[src/rtl/div_unit_pkg.sv]
// rtl/div_unit_pkg.sv - shared types and defaults for the iterative divider
package div_unit_pkg;

  // Datapath width of the MiniMIPS32 word bus; the divider defaults to it.
  localparam int WORD_BUS_W = 32;
  localparam int DIV_WIDTH  = WORD_BUS_W;

  // Divider sequencing states (2-bit encoding).
  typedef enum logic [1:0] {
    DIV_IDLE = 2'b00,
    DIV_CALC = 2'b01,
    DIV_FIX  = 2'b10,
    DIV_DONE = 2'b11
  } div_state_e;

endpackage

[src/rtl/div_unit_if.sv]
// rtl/div_unit_if.sv - request/result bundle between pipeline control and divider
interface div_unit_if
  import div_unit_pkg::*;
#(
  parameter int WIDTH = DIV_WIDTH
);

  logic             start;
  logic             signed_div;
  logic [WIDTH-1:0] dividend;
  logic [WIDTH-1:0] divisor;
  logic             cancel;
  logic             busy;
  logic             done;
  logic [WIDTH-1:0] quotient;
  logic [WIDTH-1:0] remainder;
  logic             div_by_zero;

  // Requester side (EXE stage controller).
  modport master (
    output start, signed_div, dividend, divisor, cancel,
    input  busy, done, quotient, remainder, div_by_zero
  );

  // Divider side.
  modport slave (
    input  start, signed_div, dividend, divisor, cancel,
    output busy, done, quotient, remainder, div_by_zero
  );

endinterface

[src/rtl/div_unit_abs.sv]
// rtl/div_unit_abs.sv - conditional two's-complement negate
module div_unit_abs #(
  parameter int WIDTH = 32
) (
  input  logic             neg_i,
  input  logic [WIDTH-1:0] val_i,
  output logic [WIDTH-1:0] res_o
);

  // Negating the most negative value yields itself, which is exactly the
  // magnitude the restoring loop expects when read as unsigned.
  assign res_o = neg_i ? (WIDTH'(0) - val_i) : val_i;

endmodule

[src/rtl/div_unit.sv]
// rtl/div_unit.sv - radix-2 restoring signed/unsigned divider with start/busy/done
module div_unit
  import div_unit_pkg::*;
#(
  parameter int WIDTH = DIV_WIDTH,
  parameter int CNT_W = $clog2(WIDTH)
) (
  input  logic       cpu_clk_50M,
  input  logic       cpu_rst,
  div_unit_if.slave  bus
);

  div_state_e       state_q;
  logic             signed_q;
  logic             dvd_neg_q;
  logic             dvs_neg_q;
  logic             zero_q;
  logic [WIDTH-1:0] dvd_q;      // dividend magnitude, becomes quotient as bits shift in
  logic [WIDTH-1:0] dvs_q;      // divisor magnitude
  logic [WIDTH-1:0] rem_q;      // partial remainder
  logic [CNT_W-1:0] cnt_q;
  logic             busy_q;
  logic             done_q;
  logic             dbz_q;
  logic [WIDTH-1:0] quot_q;
  logic [WIDTH-1:0] rem_out_q;

  logic             dvd_neg_in;
  logic             dvs_neg_in;
  logic [WIDTH-1:0] dvd_mag;
  logic [WIDTH-1:0] dvs_mag;
  logic [WIDTH:0]   shifted;
  logic [WIDTH:0]   diff;
  logic             qbit;
  logic [WIDTH-1:0] rem_d;
  logic [WIDTH-1:0] dvd_d;
  logic             quot_neg;
  logic             rem_neg;
  logic [WIDTH-1:0] rem_src;
  logic [WIDTH-1:0] quot_fixed;
  logic [WIDTH-1:0] rem_fixed;

  // Operand sign detection only applies in signed mode.
  assign dvd_neg_in = bus.signed_div & bus.dividend[WIDTH-1];
  assign dvs_neg_in = bus.signed_div & bus.divisor[WIDTH-1];

  div_unit_abs #(.WIDTH(WIDTH)) u_dvd_abs (
    .neg_i (dvd_neg_in),
    .val_i (bus.dividend),
    .res_o (dvd_mag)
  );

  div_unit_abs #(.WIDTH(WIDTH)) u_dvs_abs (
    .neg_i (dvs_neg_in),
    .val_i (bus.divisor),
    .res_o (dvs_mag)
  );

  // One restoring step: shift next dividend bit in, trial-subtract, keep or restore.
  always_comb begin
    shifted = {rem_q, dvd_q[WIDTH-1]};
    diff    = shifted - {1'b0, dvs_q};
    qbit    = ~diff[WIDTH];
    rem_d   = qbit ? diff[WIDTH-1:0] : shifted[WIDTH-1:0];
    dvd_d   = {dvd_q[WIDTH-2:0], qbit};
  end

  // Sign fix-up. On divide-by-zero dvd_q still holds the untouched magnitude,
  // so re-applying the dividend sign reproduces the original dividend.
  assign quot_neg = signed_q & (dvd_neg_q ^ dvs_neg_q);
  assign rem_neg  = signed_q & dvd_neg_q;
  assign rem_src  = zero_q ? dvd_q : rem_q;

  div_unit_abs #(.WIDTH(WIDTH)) u_quot_fix (
    .neg_i (quot_neg),
    .val_i (dvd_q),
    .res_o (quot_fixed)
  );

  div_unit_abs #(.WIDTH(WIDTH)) u_rem_fix (
    .neg_i (rem_neg),
    .val_i (rem_src),
    .res_o (rem_fixed)
  );

  // Sequencer: accept, iterate, fix up signs, pulse done; cancel aborts silently.
  always_ff @(posedge cpu_clk_50M) begin
    if (cpu_rst) begin
      state_q   <= DIV_IDLE;
      signed_q  <= 1'b0;
      dvd_neg_q <= 1'b0;
      dvs_neg_q <= 1'b0;
      zero_q    <= 1'b0;
      dvd_q     <= '0;
      dvs_q     <= '0;
      rem_q     <= '0;
      cnt_q     <= '0;
      busy_q    <= 1'b0;
      done_q    <= 1'b0;
      dbz_q     <= 1'b0;
      quot_q    <= '0;
      rem_out_q <= '0;
    end else begin
      case (state_q)
        DIV_IDLE, DIV_DONE: begin
          done_q <= 1'b0;
          if (bus.start && !bus.cancel) begin
            signed_q  <= bus.signed_div;
            dvd_neg_q <= dvd_neg_in;
            dvs_neg_q <= dvs_neg_in;
            zero_q    <= (bus.divisor == '0);
            dvd_q     <= dvd_mag;
            dvs_q     <= dvs_mag;
            rem_q     <= '0;
            cnt_q     <= '0;
            busy_q    <= 1'b1;
            state_q   <= (bus.divisor == '0) ? DIV_FIX : DIV_CALC;
          end else begin
            busy_q  <= 1'b0;
            state_q <= DIV_IDLE;
          end
        end
        DIV_CALC: begin
          if (bus.cancel) begin
            busy_q  <= 1'b0;
            state_q <= DIV_IDLE;
          end else begin
            rem_q <= rem_d;
            dvd_q <= dvd_d;
            cnt_q <= cnt_q + 1'b1;
            if (cnt_q == CNT_W'(WIDTH - 1)) begin
              state_q <= DIV_FIX;
            end
          end
        end
        DIV_FIX: begin
          if (bus.cancel) begin
            busy_q  <= 1'b0;
            state_q <= DIV_IDLE;
          end else begin
            quot_q    <= zero_q ? '1 : quot_fixed;
            rem_out_q <= rem_fixed;
            dbz_q     <= zero_q;
            done_q    <= 1'b1;
            busy_q    <= 1'b0;
            state_q   <= DIV_DONE;
          end
        end
        default: begin
          busy_q  <= 1'b0;
          done_q  <= 1'b0;
          state_q <= DIV_IDLE;
        end
      endcase
    end
  end

  assign bus.busy        = busy_q;
  assign bus.done        = done_q;
  assign bus.quotient    = quot_q;
  assign bus.remainder   = rem_out_q;
  assign bus.div_by_zero = dbz_q;

endmodule

[src/flat_wrapper.sv]
// flat-port wrapper written by rule: the top's interface ports become plain ports
module div_unit_flat import div_unit_pkg::*;
#(
  parameter int WIDTH = DIV_WIDTH,
  parameter int CNT_W = $clog2(WIDTH)
)
  (cpu_clk_50M, cpu_rst, bus_start, bus_signed_div, bus_dividend, bus_divisor, bus_cancel, bus_busy, bus_done, bus_quotient, bus_remainder, bus_div_by_zero);
  div_unit_if #(.WIDTH(WIDTH)) bus_i ();
  input  logic cpu_clk_50M;
  input  logic cpu_rst;
  input wire logic [$bits(bus_i.start)-1:0] bus_start;
  input wire logic [$bits(bus_i.signed_div)-1:0] bus_signed_div;
  input wire logic [$bits(bus_i.dividend)-1:0] bus_dividend;
  input wire logic [$bits(bus_i.divisor)-1:0] bus_divisor;
  input wire logic [$bits(bus_i.cancel)-1:0] bus_cancel;
  output wire logic [$bits(bus_i.busy)-1:0] bus_busy;
  output wire logic [$bits(bus_i.done)-1:0] bus_done;
  output wire logic [$bits(bus_i.quotient)-1:0] bus_quotient;
  output wire logic [$bits(bus_i.remainder)-1:0] bus_remainder;
  output wire logic [$bits(bus_i.div_by_zero)-1:0] bus_div_by_zero;
  assign bus_i.start = bus_start;
  assign bus_i.signed_div = bus_signed_div;
  assign bus_i.dividend = bus_dividend;
  assign bus_i.divisor = bus_divisor;
  assign bus_i.cancel = bus_cancel;
  assign bus_busy = bus_i.busy;
  assign bus_done = bus_i.done;
  assign bus_quotient = bus_i.quotient;
  assign bus_remainder = bus_i.remainder;
  assign bus_div_by_zero = bus_i.div_by_zero;
  div_unit #(.WIDTH(WIDTH), .CNT_W(CNT_W)) u_core (.cpu_clk_50M(cpu_clk_50M), .cpu_rst(cpu_rst), .bus(bus_i));
endmodule
[config.mk]
export PLATFORM = sky130hd
export DESIGN_NAME = div_unit_flat
export DESIGN_NICKNAME = d
export VERILOG_FILES = /design/src/rtl/div_unit_pkg.sv /design/src/rtl/div_unit_if.sv /design/src/rtl/div_unit_abs.sv /design/src/rtl/div_unit.sv /design/src/flat_wrapper.sv
export SDC_FILE = /design/constraint.sdc
export NUM_CORES = 1
export LEC_CHECK = 0
export BUFFER_PORTS_ARGS = -buffer_cell sky130_fd_sc_hd__buf_4
export CAP_MARGIN = 20
export CORE_AREA = 5 5 152 154
export DETAILED_ROUTE_END_ITERATION = 10
export DIE_AREA = 0 0 157 159
export GPL_TIMING_DRIVEN = 0
export PLACE_DENSITY = 0.86
export SYNTH_ARGS = -nofsm -noshare
export SYNTH_HDL_FRONTEND = slang
export SYNTH_SLANG_ARGS = --single-unit
[constraint.sdc]
create_clock -name cpu_clk_50M -period 4.6 [get_ports cpu_clk_50M]
set_input_delay 0.92 -clock cpu_clk_50M [delete_from_list [all_inputs] [get_ports cpu_clk_50M]]
set_output_delay 0.92 -clock cpu_clk_50M [all_outputs]
set_load 0.02 [all_outputs]
* Yosys cells after proc, flatten, opt, wreduce, memory -nomap -nowiden *
Index checks and enable logic that the tools add are counted.

storage, ports and cells
  flip-flop bits (word level) = 174
  output and inout bits = 67
  bits of input ports = 69
  logic and storage cells = 74

operators by class
  multiplexer cells = 27
  equality and inequality tests = 9
  add/sub/neg operators = 6
  bitwise operators = 7
  reduce and logical (&&, ||, !) cells = 11

operators by type and width
  cell                                                                 number
  32-bit two-way mux                                                   11
  32-bit case mux with 2 select lines                                  2
  1-bit by 32-bit subtractor with 32-bit output, first input constant  4
  33-bit by 32-bit subtractor with 33-bit output                       1
  32-bit logical NOT                                                   1
  2-bit two-way mux                                                    5
  5-bit two-way mux                                                    2
  5-bit case mux with 2 select lines                                   1
  2-bit != test, second input constant                                 3
  2-bit case mux with 3 select lines                                   1
  2-bit AND reduction                                                  3
  5-bit by 1-bit adder with 5-bit output, second input constant        1
  5-bit == test, second input constant                                 1
  1-bit bitwise AND                                                    4
  2-bit == test, second input constant                                 2
  2-bit nonzero test                                                   2
  1-bit two-way mux                                                    3
  3-bit by 2-bit != test with 1-bit output, second input constant      1
  1-bit case mux with 3 select lines                                   1
  3-bit AND reduction                                                  1
  2-bit by 1-bit == test with 1-bit output, second input constant      1
  2-bit logical NOT                                                    1
  2-bit by 1-bit != test with 1-bit output, second input constant      1
  1-bit inverter                                                       2
  5 further kinds                                                      5

* Logic depth before layout (Yosys ltp) *
Gate-level depths: netlist (run 1).

  word-level depth = 4
  mapped depth = 14

* Modules after synthesis *
From an unflattened synthesis (run 1), not the netlist that was laid out.

unflattened totals
  cells, all modules = 1,548
  area, all modules = 12,132.9 um^2

modules (own cells, without submodules)
  module                               seq. area each (um^2)  times used  area an instance (um^2)  cells an instance
  div_unit                             3,483.3                1           9,054.9                  1,125
  div_unit_abs (u_core.u_dvd_abs ...)  0.0                    3           767.0                    108
  div_unit_abs (u_core.u_rem_fix)      0.0                    1           777.0                    99

* Worst setup path after synthesis (run 1) *
OpenSTA, ideal clock, no wires.

  path kind = register to register
  start point = reg u_core.zero_q
  end point = reg u_core.rem_out_q[30] (netlist: u_core.bus.remainder[30])
  path slack = 0.996 ns
  arrival time = 3.488 ns
  buffers on the path = 5
  required time = 4.483 ns
  stages on the path, launching flop included = 14
  period minus slack after synthesis = 3.604 ns
  cell sequence = dfxtp_1 > buf_6 > buf_6 > buf_4 > buf_1 > buf_1 > mux2i_1 > ha_1 > o21ai_0 > or4b_1 > nor3_2 > a31oi_1 > xnor2_1 > a22o_1

between the ends
  word-level cells in the longest chain between the ends = 3

ends and longest elaborated chain
  item                                           line                RTL
  start, declared                                div_unit.sv:17      logic zero_q;
  start signal, assigned                         div_unit.sv:111     zero_q <= (bus.divisor == '0);
  32-bit two-way mux (*)                         div_unit.sv:72      assign rem_src = zero_q ? dvd_q : rem_q;
  1-bit by 32-bit subtractor with 32-bit output  div_unit_abs.sv:12  assign res_o = neg_i ? (WIDTH'(0) - val_i) : val_i;
  32-bit two-way mux (*)                         div_unit_abs.sv:12
  end signal, assigned                           div_unit.sv:142     rem_out_q <= rem_fixed;
  end, declared                                  div_unit.sv:26      logic [WIDTH-1:0] rem_out_q;

Mark *: on every way between the ends. The rest lies on a longest branch, timed or not.
A chain may end at the register's enable or synchronous reset.

* Worst setup path after layout (run 1) *
  start point = reg u_core.dvd_q[31]
  end point = reg u_core.rem_q[2]

between the ends
  word-level cells in the longest chain between the ends = 4

ends and longest elaborated chain
  item                                            line             RTL
  start, declared                                 div_unit.sv:18   logic [WIDTH-1:0] dvd_q;
  start signal, assigned                          div_unit.sv:112  dvd_q <= dvd_mag;
  start signal, assigned                          div_unit.sv:129  dvd_q <= dvd_d;
  33-bit by 32-bit subtractor with 33-bit output  div_unit.sv:62   diff = shifted - {1'b0, dvs_q};
  32-bit two-way mux                              div_unit.sv:64   rem_d = qbit ? diff[WIDTH-1:0] : shifted[WIDTH-1:0];
  32-bit two-way mux                              div_unit.sv:124  if (bus.cancel) begin
  32-bit case mux with 2 select lines             div_unit.sv:104  case (state_q)
  end signal, assigned                            div_unit.sv:128  rem_q <= rem_d;
  end, declared                                   div_unit.sv:20   logic [WIDTH-1:0] rem_q;

No other way between the ends. The select of a mux whose other input is x is not followed.

==> results of run 1 <==
-- kinds of logic (layout without fill, tap and decap cells) --
logic type / Yosys count / count (layout) / synth area share (%)
flip-flops: 174 / 174 / 30.1
adder cells (fa/ha/maj): 41 / 41 / 4.50
XOR/XNOR: 132 / 132 / 9.99
multiplexers: 37 / 37 / 3.32
AND/OR/NAND/NOR: 561 / 561 / 22.7
buffers and inverters: 164 / 329 / 5.50
AO/OA/AOI/OAI: 430 / 430 / 23.8
-- where the power goes --
group	internal [W]	switching [W]
logic	0.000267	0.000441
clock network	0.000870	0.000632
registers	0.00156	0.0000517
-- final cells by class --
| cell class | instances | share of cell area [%] |
|---|---|---|
| Buffer | 105 | 3.08 |
| Clock inverter | 14 | 1.23 |
| Sequential cell | 174 | 25.7 |
| Inverter | 58 | 1.61 |
| Clock buffer | 18 | 3.25 |
| Multi-Input combinational cell | 1201 | 55.1 |
| Timing Repair Buffer | 134 | 7.44 |
| Tap cell | 280 | 2.59 |
-- registers in the layout (all words and copies together), names as in the netlist --
register / count
u_core.bus.done: 1
u_core.bus.div_by_zero: 1
u_core.dvs_q: 32
u_core.cnt_q: 5
u_core.bus.remainder: 32
u_core.rem_q: 32
u_core.dvs_neg_q: 1
u_core.bus.busy: 1
u_core.dvd_q: 32
u_core.signed_q: 1
u_core.state_q: 2
u_core.dvd_neg_q: 1
u_core.bus.quotient: 32
u_core.zero_q: 1
-- worst max-delay path by stage --
stage                                 from                  endpoint  slack, ns  depth (start not counted)
after floorplan              u_core.zero_q  u_core.bus.remainder[30]        1.0                         13
after global placement       u_core.zero_q  u_core.bus.remainder[26]       0.05                         14
after detailed placement     u_core.zero_q  u_core.bus.remainder[26]     -0.009                         14
after CTS                    u_core.zero_q  u_core.bus.remainder[26]       0.20                         14
after global routing      u_core.dvd_q[31]           u_core.rem_q[2]       0.43                         13
final                     u_core.dvd_q[31]           u_core.rem_q[2]       0.46                         13
-- placed cells by master (no fill, tap or decap), types with 7 or more instances in the layout --
cell | netlist | layout
o22ai_1 | 25 | 25
nor3_1 | 41 | 41
or3_1 | 14 | 14
and3_1 | 14 | 14
a21oi_1 | 113 | 113
mux2i_1 | 30 | 30
ha_1 | 40 | 40
nor2b_1 | 11 | 11
o31ai_1 | 18 | 18
clkbuf_16 | 0 | 17
nand3_1 | 36 | 36
clkbuf_1 | 95 | 95
xnor2_1 | 73 | 73
a211oi_1 | 38 | 38
nand2b_1 | 7 | 7
dfxtp_1 | 174 | 174
o211ai_1 | 36 | 36
a21o_1 | 12 | 12
inv_1 | 58 | 58
o21ai_0 | 83 | 83
xor2_1 | 59 | 59
buf_4 | 1 | 135
a31oi_1 | 24 | 24
nor4_1 | 12 | 12
and2_1 | 12 | 12
nand4_1 | 27 | 27
a221oi_1 | 22 | 22
nand2_1 | 207 | 207
nor2_1 | 140 | 140
-- cells in the mapped netlist (all sizes together) (4+ instances only) --
master,number
nand3b,6
a311oi,6
xnor2,73
nor4,14
a211oi,38
inv,58
nor2,140
a221oi,22
or3,16
nand4,27
nand2,207
ha,40
clkbuf,95
o41ai,6
and3,15
or4,7
a21boi,4
a21oi,113
xor2,59
mux2i,32
nor2b,11
o31ai,18
and2,13
nor3b,7
nor3,42
dfxtp,174
mux2,5
o211ai,36
o21a,4
o21ai,89
a31oi,24
nand3,36
a21o,12
buf,11
o2111ai,6
nand2b,7
a22o,4
o22ai,25
or2,5
-- stage by stage --
step | area [µm²] | std cells
2_1_floorplan | 11600 | 1539
5_1_grt | 13500 | 1984
3_5_place_dp | 12900 | 1953
6_report | 13500 | 1984
3_3_place_gp | 12900 | 1953
4_1_cts | 13500 | 1985
-- what timing repair did --
item,in CTS,in global routing
cloned,0,0
endpoints found under the setup margin,2,2
resized for setup,1,0
endpoints found under the hold margin,0,0
-- metal layers --
layer	wire, µm	vias up	share of wire (%)	GRT usage (%)
met5	0	-	0	0
met4	2190	0	5.7	16.0
met3	3460	162	9.0	4.54
met2	18100	691	47	50.2
met1	14600	5737	38	36.4
li1	-	5829	-	-
-- worst min-delay path: stages (launching register included) --
cell and delay, ns:
dfxtp_1 0.31, nand2_1 0.05, a21oi_1 0.05
==> run_results.csv, run 1 <==
group,metric,value,unit
die,num_rows,54,
drt,dr.pass1.iters,5,
timing,setup_ws,0.463,ns
final_layout,finalCoreUtilization,62.8,%
run_status,status,"finished, final reports clean",
timing,whs,0.452,ns
timing,setup_violations,0,
clock_network,cts_max_path_buffers,2,
placement,dpl_worst_slack,-0.00914,ns
timing,fmax,0.242,GHz
die,start_util,53.7,%
drt,via_per_inst,6.26,
worst_setup_path,end_kind,"flip-flop",
worst_setup_path,r2r_cells,13,
die,die_area,25000,µm²
drt,routed_wl,38400,µm
final_layout,area_growth,16.9,%
worst_setup_path,worstReg2RegStart,"u_core.dvd_q[31]",
timing,max_slew_margin,35.7,%
yosys,synth.area.top_cells,"dfxtp_1, nand2_1, xnor2_1",
clock_network,clkTransAtPathRegs,0.07,ns
final_layout,antenna_cells,0,
yosys,ys_types,75,
power,power,0.00382,W
clock_network,clk_latency,0.44,ns
final_layout,multi_input_area,7450,µm²
drt,routedWlPerCell,19.4,µm
final_layout,finalNetCount,1801,
timing,finClkSkew,0.00928,ns
final_layout,fillers,1907,
yosys,synth_seq_cells,174,
worst_setup_path,cp_num_buf_inv,3,
clock_network,tritoncts.num_buffers,17,
timing,rsz0062_at_grt,"false",
global_routing,grt_max_degree,17,
die,ios,136,
final_layout,drive_above_1_share,11.9,%
power,leakage,5.13,nW
yosys,syn_avg_cell_area,7.52,µm²
worst_setup_path,arrival,4.47,ns
timing,setup_tns,0,ns
global_routing,first_global_vias,11800,
worst_setup_path,critPathTopFamily,"compound AO/OA/AOI/OAI gates",
clock_network,htreeDepth,4,
yosys,ys.flop_type,"dfxtp_1",
final_layout,register_area,3480,µm²
clock_network,hold_buffers,0,
yosys,yosysSeqAreaShare,30.1,%
drt,first_iter_violations,1246,
global_routing,grt_remaining_overflow,0,
worst_setup_path,cpMostUsedCell,"inv_1",
worst_setup_path,crit_chain,"inv_1 -> ha_1 -> inv_1 -> fa_1 -> a211oi_1 -> o21ai_0 -> o311ai_1 -> a21o_1 -> nand3_1 -> a21oi_1 -> clkbuf_1 -> nor3_1 -> o31ai_1",
placement,place_hpwl,30300,µm
yosys,ys.warnings.count,0,
clock_network,cts_root_buf,"clkbuf_16",
global_routing,antenna_found_initial,0,
drt,drtAntennaViolNets,0,
hold_path,min_path_cells,2,
drt,vias,12400,
yosys,synth_edf_count,0,
worst_setup_path,timing.rr.end,"u_core.rem_q[2]",
yosys,synth_top_area_share,30.1,%
die,core_area,21600,µm²
die,die_w,157,µm
global_routing,grtUsageTotal,29.8,%
drt,drc,0,
timing,worstMarginPinSlew,0.964,ns
yosys,syn_nets,1649,
yosys,synth_top_area_cell,"dfxtp_1",
hold_path,hold_path_class,"flip-flop to flip-flop",
hold_path,holdPathEnd,"u_core.bus.remainder[15]",
placement,port_buffers,134,
job,cap_violations,0,
die,die_y,159,µm
hold_path,hold_start,"u_core.bus.remainder[15]",
global_routing,grt_pass1_wl,60400,µm
clock_network,cts.sinks,174,
clock_network,cts_setup_buffers,0,
worst_setup_path,slowest_stage,"o311ai_1",
timing,final.min_clock_period,4.14,ns
power,power_density,282,nW/µm²
worst_setup_path,slowest_delay,0.68,ns
worst_setup_path,required,4.94,ns
worst_setup_path,cp_max_fo,10,
yosys,synthArstFlopShare,0,%
worst_setup_path,r2r_slack,0.46,ns
clock_network,cts_tree,"yes",
placement,routabilityCongestion,1.02,
yosys,synth_cells,1539,
worst_setup_path,critPathKind,"flip-flop to flip-flop",
yosys,syn_area,11600,µm²
power,peakVddDrop,0.000200,V
timing,finalHoldViolations,0,
worst_setup_path,critPathLaunchType,"flip-flop",
timing,period_share,89.9,%
timing,drv_slew,0,
No activity file was read; power rests on OpenSTA's default activity.
==> inputs of run 2 (changes only) <==
--- a/config.mk
+++ b/config.mk
@@ -7,11 +7,12 @@
 export LEC_CHECK = 0
 export BUFFER_PORTS_ARGS = -buffer_cell sky130_fd_sc_hd__buf_4
 export CAP_MARGIN = 20
-export CORE_AREA = 5 5 152 154
+export CORE_AREA = 5 5 155 157
 export DETAILED_ROUTE_END_ITERATION = 10
-export DIE_AREA = 0 0 157 159
+export DIE_AREA = 0 0 160 162
 export GPL_TIMING_DRIVEN = 0
 export PLACE_DENSITY = 0.86
 export SYNTH_ARGS = -nofsm -noshare
 export SYNTH_HDL_FRONTEND = slang
+export SYNTH_HIERARCHICAL = 1
 export SYNTH_SLANG_ARGS = --single-unit
==> run_results.csv, run 2 <==
group,metric,value,unit
placement,port_buffers,134,
yosys,syn_area,12100,µm²
run_status,status,"finished, final reports clean",
die,num_rows,55,
drt,first_iter_violations,1487,
clock_network,htreeDepth,4,
worst_setup_path,critPathKind,"flip-flop to flip-flop",
die,ios,136,
timing,finalHoldViolations,0,
timing,setup_tns,0,ns
die,die_w,160,µm
placement,place_hpwl,29600,µm
timing,setup_violations,0,
yosys,yosysMostFrequentCell,"nand2_1",
worst_setup_path,cp_max_fo,10,
timing,whs,0.454,ns
global_routing,antenna_found_initial,0,
yosys,ys.flop_type,"dfxtp_1",
hold_path,min_path_cells,2,
yosys,synth.area.top_cells,"dfxtp_1, xnor2_1, nand2_1",
clock_network,cts.sinks,174,
placement,placedCellCount,1967,
global_routing,grt_pass1_wl,61000,µm
drt,via_per_inst,6.18,
hold_path,hold_path_class,"flip-flop to flip-flop",
worst_setup_path,worstReg2RegStart,"u_core/dvd_q[31]",
final_layout,multi_input_area,7980,µm²
drt,drc,0,
clock_network,cts_root_buf,"clkbuf_16",
worst_setup_path,timing.rr.end,"u_core/rem_q[27]",
timing,rsz0062_at_grt,"false",
drt,dr.pass1.iters,10,
global_routing,grt_remaining_overflow,0,
hold_path,holdPathEnd,"u_core/dvs_q[25]",
yosys,syn_avg_cell_area,7.84,µm²
yosys,synth_edf_count,0,
worst_setup_path,end_kind,"flip-flop",
yosys,yosysSeqAreaShare,28.7,%
timing,finClkSkew,0.0106,ns
die,die_y,162,µm
worst_setup_path,r2r_slack,1.04,ns
yosys,synth_top_area_share,28.7,%
final_layout,layout_common_cells,"nand2_1, dfxtp_1, buf_4",
global_routing,grtUsageTotal,28.5,%
drt,routedWlPerCell,19.2,µm
final_layout,fillers,1891,
worst_setup_path,startpoint,"u_core/dvd_q[31]",
yosys,ys_types,70,
yosys,synth_top_area_cell,"dfxtp_1",
drt,vias,12400,
clock_network,cts_tree,"yes",
drt,drtAntennaViolNets,0,
timing,period_share,77.5,%
clock_network,hold_buffers,0,
final_layout,antenna_cells,0,
yosys,ys.warnings.count,6,
yosys,synthArstFlopShare,0,%
timing,max_slew_margin,28.3,%
job,cap_violations,0,
clock_network,cts_setup_buffers,0,
worst_setup_path,required,4.92,ns
placement,routabilityCongestion,1.01,
yosys,synth_cells,1548,
final_layout,register_area,3480,µm²
final_layout,final_common_cell,"nand2_1",
clock_network,tritoncts.num_buffers,17,
timing,final.min_clock_period,3.56,ns
timing,drv_slew,0,
power,power,0.00416,W
final_layout,drive_above_1_share,14.5,%
die,die_area,25900,µm²
drt,routed_wl,38300,µm
timing,fmax,0.281,GHz
clock_network,clkTransAtPathRegs,0.07,ns
worst_setup_path,arrival,3.88,ns
timing,worstMarginPinSlew,1.06,ns
worst_setup_path,r2r_cells,14,
die,core_area,22400,µm²
power,peakVddDrop,0.000177,V
worst_setup_path,critPathLaunchType,"flip-flop",
yosys,synth_seq_cells,174,
global_routing,grt_max_degree,17,
clock_network,cts_max_path_buffers,2,
hold_path,hold_start,"u_core/dvs_q[25]",
final_layout,stdcell_count,1998,
clock_network,postCtsResizedCells,0,
die,start_util,54.2,%
final_layout,area_growth,16.8,%
global_routing,first_global_vias,11900,
power,leakage,5.33,nW
yosys,syn_nets,1658,
yosys,synth_commonest_cells,"nand2_1, dfxtp_1, xnor2_1",
clock_network,clk_latency,0.43,ns
power,power_density,294,nW/µm²
final_layout,finalNetCount,1811,
## run 2: cell count changes after synthesis, sizes merged, moves of 23 or more
cell / before / now
nor3: 42 / 75
xor2: 59 / 17
nor2: 140 / 99
o41ai: 6 / 42
nand2: 207 / 235
clkbuf: 95 / 63
mux2: 5 / 33
o22ai: 25 / 2
o211ai: 36 / 12
xnor2: 73 / 127
## run 2: cells by family (layout without fill, tap and decap cells)
group | Yosys count | after routing | share of synthesized area [%]
simple gates | 574 | 574 | 23.2
fa+ha+maj | 41 | 41 | 4.29
compound gates | 386 | 386 | 21.4
xor+xnor | 144 | 144 | 10.4
flops | 174 | 174 | 28.7
mux | 74 | 74 | 6.45
buf+inv | 155 | 320 | 5.53
## run 2: worst max-delay path by stage
| stage | endpoint | slack (ns) | cells past startpoint |
|---|---|---|---|
| 2_1_floorplan | u_core/dvd_q[20] | 1.67 | 7 |
| 3_3_place_gp | u_core/rem_q[27] | 1.14 | 13 |
| 3_5_place_dp | u_core/rem_q[27] | 1.12 | 14 |
| 4_1_cts | u_core/rem_q[27] | 1.10 | 14 |
| 5_1_grt | u_core/rem_q[27] | 0.92 | 14 |
| 6_report | u_core/rem_q[27] | 1.04 | 14 |
## run 2: worst max-delay path, cell delays in order (launching register included)
cell and delay [ns]:
dfxtp_1 0.42, inv_1 0.10, ha_1 0.20, inv_1 0.07
fa_1 0.42, a211oi_1 0.38, o211ai_1 0.17, a21oi_1 0.25
o211ai_1 0.27, mux2i_1 0.24, nand2_1 0.10, clkbuf_1 0.30
nand2_1 0.16, nand2_1 0.06, a221o_1 0.31
## run 2: metal layers
layer | GRT usage [%] | share of wire, % | wire [µm] | up-vias
met1 | 34.6 | 40 | 15200 | 5681
met3 | 4.57 | 7.6 | 2900 | 161
met2 | 49.6 | 48 | 18400 | 637
met4 | 13.1 | 4.8 | 1830 | 0
met5 | 0 | 0 | 0 | -
li1 | - | - | - | 5873
## run 2: area by class of cell
| class | instances | area share (%) |
|---|---|---|
| clock inverters | 13 | 1.65 |
| inverters | 60 | 1.59 |
| flip-flops and latches | 174 | 24.6 |
| repair buffers | 134 | 7.10 |
| multi-input cells | 1219 | 56.3 |
| clock buffers | 18 | 3.10 |
| well taps | 285 | 2.52 |
| plain buffers | 95 | 3.14 |
## run 2: stage by stage
step,setup WS [ns],instance area (µm²),utilization (%)
2_1_floorplan,1.67,12100,-
3_3_place_gp,1.14,13500,60.3
3_5_place_dp,1.12,13500,60.3
4_1_cts,1.10,14200,63.4
5_1_grt,0.916,14200,63.4
6_report,1.04,14200,63.4
## run 2: power breakdown
| group | internal (W) | switching (W) | total, W |
|---|---|---|---|
| Clock | 0.00104 | 0.000620 | 0.00166 |
| Sequential | 0.00155 | 0.0000741 | 0.00163 |
| Combinational | 0.000366 | 0.000513 | 0.000879 |
==> inputs of run 3 (changes only) <==
--- a/config.mk
+++ b/config.mk
@@ -7,11 +7,11 @@
 export LEC_CHECK = 0
 export BUFFER_PORTS_ARGS = -buffer_cell sky130_fd_sc_hd__buf_4
 export CAP_MARGIN = 20
-export CORE_AREA = 5 5 155 157
+export CORE_AREA = 5 5 156 158
 export DETAILED_ROUTE_END_ITERATION = 10
-export DIE_AREA = 0 0 160 162
+export DIE_AREA = 0 0 161 163
 export GPL_TIMING_DRIVEN = 0
-export PLACE_DENSITY = 0.86
+export PLACE_DENSITY = 0.88
 export SYNTH_ARGS = -nofsm -noshare
 export SYNTH_HDL_FRONTEND = slang
 export SYNTH_HIERARCHICAL = 1
==> constraint.sdc (replaced) <==
create_clock -name cpu_clk_50M -period 3 [get_ports cpu_clk_50M]
set_input_delay 0.6 -clock cpu_clk_50M [delete_from_list [all_inputs] [get_ports cpu_clk_50M]]
set_output_delay 0.6 -clock cpu_clk_50M [all_outputs]
set_load 0.02 [all_outputs]
==> run_results.csv, run 3 (synthesized netlist as in run 2, its figures left out) <==
group,metric,value,unit
timing,rsz0062_at_grt,"true",
final_layout,area_growth,20.3,%
placement,dpl-instance-area,13500,µm²
global_routing,first_global_vias,11400,
worst_setup_path,arrival,3.51,ns
timing,max_slew_margin,25.7,%
timing,setup_violations,33,
worst_setup_path,slowest_delay,0.38,ns
timing,worstMarginPinSlew,1.11,ns
worst_setup_path,critPathKind,"flip-flop to flip-flop",
drt,wirelength_met1,15500,µm
drt,dr.pass1.iters,6,
die,die_area,26200,µm²
clock_network,cts.sinks,174,
run_status,failed_checks,"setup timing",
die,core_area,23000,µm²
clock_network,clkTransAtPathRegs,0.07,ns
drt,dr_wl_met2,18900,µm
clock_network,cts_root_buf,"clkbuf_16",
timing,setup_tns,-4.07,ns
worst_setup_path,critPathLaunchType,"flip-flop",
final_layout,antenna_cells,0,
placement,port_buffers,134,
worst_setup_path,critPathTopFamily,"compound AO/OA/AOI/OAI gates",
die,die_y,163,µm
drt,wl_met3,3470,µm
hold_path,hold_path_class,"flip-flop to flip-flop",
power,leakage,5.48,nW
timing,final.min_clock_period,3.23,ns
clock_network,cts_max_path_buffers,2,
global_routing,grt_remaining_overflow,0,
die,ios,136,
timing,whs,0.456,ns
drt,vias,12600,
drt,first_iter_violations,1660,
timing,fmax,0.310,GHz
timing,finClkSkew,0.0114,ns
placement,routabilityCongestion,0.948,
final_layout,finalCoreUtilization,63.5,%
clock_network,clk_latency,0.44,ns
timing,setup_ws,-0.226,ns
final_layout,drive_above_1_share,18.4,%
timing,period_share,108,%
drt,drc,0,
worst_setup_path,required,3.29,ns
run_status,status,"complete, but fails checks",
drt,via_per_inst,6.24,
final_layout,finalNetCount,1827,
drt,drtAntennaViolNets,0,
die,num_rows,56,
worst_setup_path,end_kind,"flip-flop",
timing,drv_slew,0,
global_routing,grt_max_degree,17,
global_routing,grtUsageTotal,27.5,%
clock_network,tritoncts.num_buffers,17,
placement,place_hpwl,29300,µm
worst_setup_path,cp_max_fo,5,
worst_setup_path,crit_chain,"inv_4 -> ha_4 -> inv_2 -> fa_2 -> a211oi_2 -> o211ai_1 -> a21oi_2 -> o211ai_1 -> mux2i_1 -> and2_4 -> buf_12 -> buf_6 -> buf_8 -> nand2_2 -> o21ai_1 -> o21ai_1",
timing,finalHoldViolations,0,
final_layout,layout_common_cells,"nand2_1, dfxtp_1, buf_4",
global_routing,antenna_found_initial,0,
worst_setup_path,cp_num_buf_inv,5,
final_layout,final_common_cell,"nand2_1",
die,start_util,52.8,%
drt,routed_wl,39600,µm
final_layout,fin_area,14600,µm²
job,cap_violations,0,
placement,placedCellCount,1972,
clock_network,htreeDepth,4,
clock_network,cts_tree,"yes",
power,peakVddDrop,0.000302,V
global_routing,grt_pass1_wl,58900,µm
drt,top_layer_used,"met4",
die,die_w,161,µm
power,power_density,432,nW/µm²
drt,routedWlPerCell,19.6,µm
worst_setup_path,slowest_stage,"fa_2",
final_layout,stdcell_count,2020,
run 3: cell types whose count changed in the layout (fill, tap and decap cells not counted), moves of 5 or more:
| cell | delta |
|---|---|
| o21ai_0 | -31 |
| o21ai_1 | +22 |
| nand2_1 | -9 |
| o21ai_2 | +9 |
| buf_4 | +8 |
| dfxtp_1 | -7 |
| dfxtp_2 | +6 |
| nand2_2 | +6 |
| clkbuf_1 | -5 |
run 3: routing by layer:
metal  vias to the layer above  global-route usage (%)
met5                         -                       0
met4                         0                    11.4
met3                       135                    4.00
met2                       785                    47.9
met1                      5785                    34.1
li1                       5905                       -
run 3: worst paths after layout:
path                                  from                       end  slack [ns]  depth (start not counted)
setup / recovery          u_core/dvd_q[31]          u_core/rem_q[21]       -0.23                         16
hold / removal    u_core/bus.remainder[22]  u_core/bus.remainder[22]        0.46                          2
hold reg to reg   u_core/bus.remainder[22]  u_core/bus.remainder[22]        0.46                          2
setup reg to reg          u_core/dvd_q[31]          u_core/rem_q[21]       -0.23                         16
run 3: repair_timing:
action | in CTS | in global routing
cloned | 0 | 5
setup buffers | 2 | 10
hold buffers | 0 | 0
resized for setup | 12 | 103
pin swaps | 4 | 17
setup endpoints to repair | 37 | 38
run 3: cell type report:
type | count | area, µm²
plain buffers | 94 | 482
clock buffers | 21 | 470
well taps | 290 | 363
multi-input cells | 1219 | 8210
flip-flops and latches | 174 | 3490
inverters | 60 | 228
fillers | 1877 | 8380
clock inverters | 11 | 130
repair buffers | 151 | 1220
run 3: worst min-delay path, delay by kind of cell (launching register included):
kind            cells  cell delay (ns)
compound gates      1             0.05
flops               1             0.31
simple gates        1             0.05
run 3: power by group:
| part | switching [W] | internal [W] |
|---|---|---|
| Combinational | 0.000886 | 0.000682 |
| Sequential | 0.000114 | 0.00238 |
| Clock | 0.000948 | 0.00130 |
run 3: per-stage QoR:
step	setup slack [ns]	power, W
4_1_cts	0.0000702	0.00607
3_3_place_gp	-0.318	0.00382
6_report	-0.226	0.00631
2_1_floorplan	0.217	0.00344
5_1_grt	-0.289	0.00653
3_5_place_dp	-0.349	0.00385
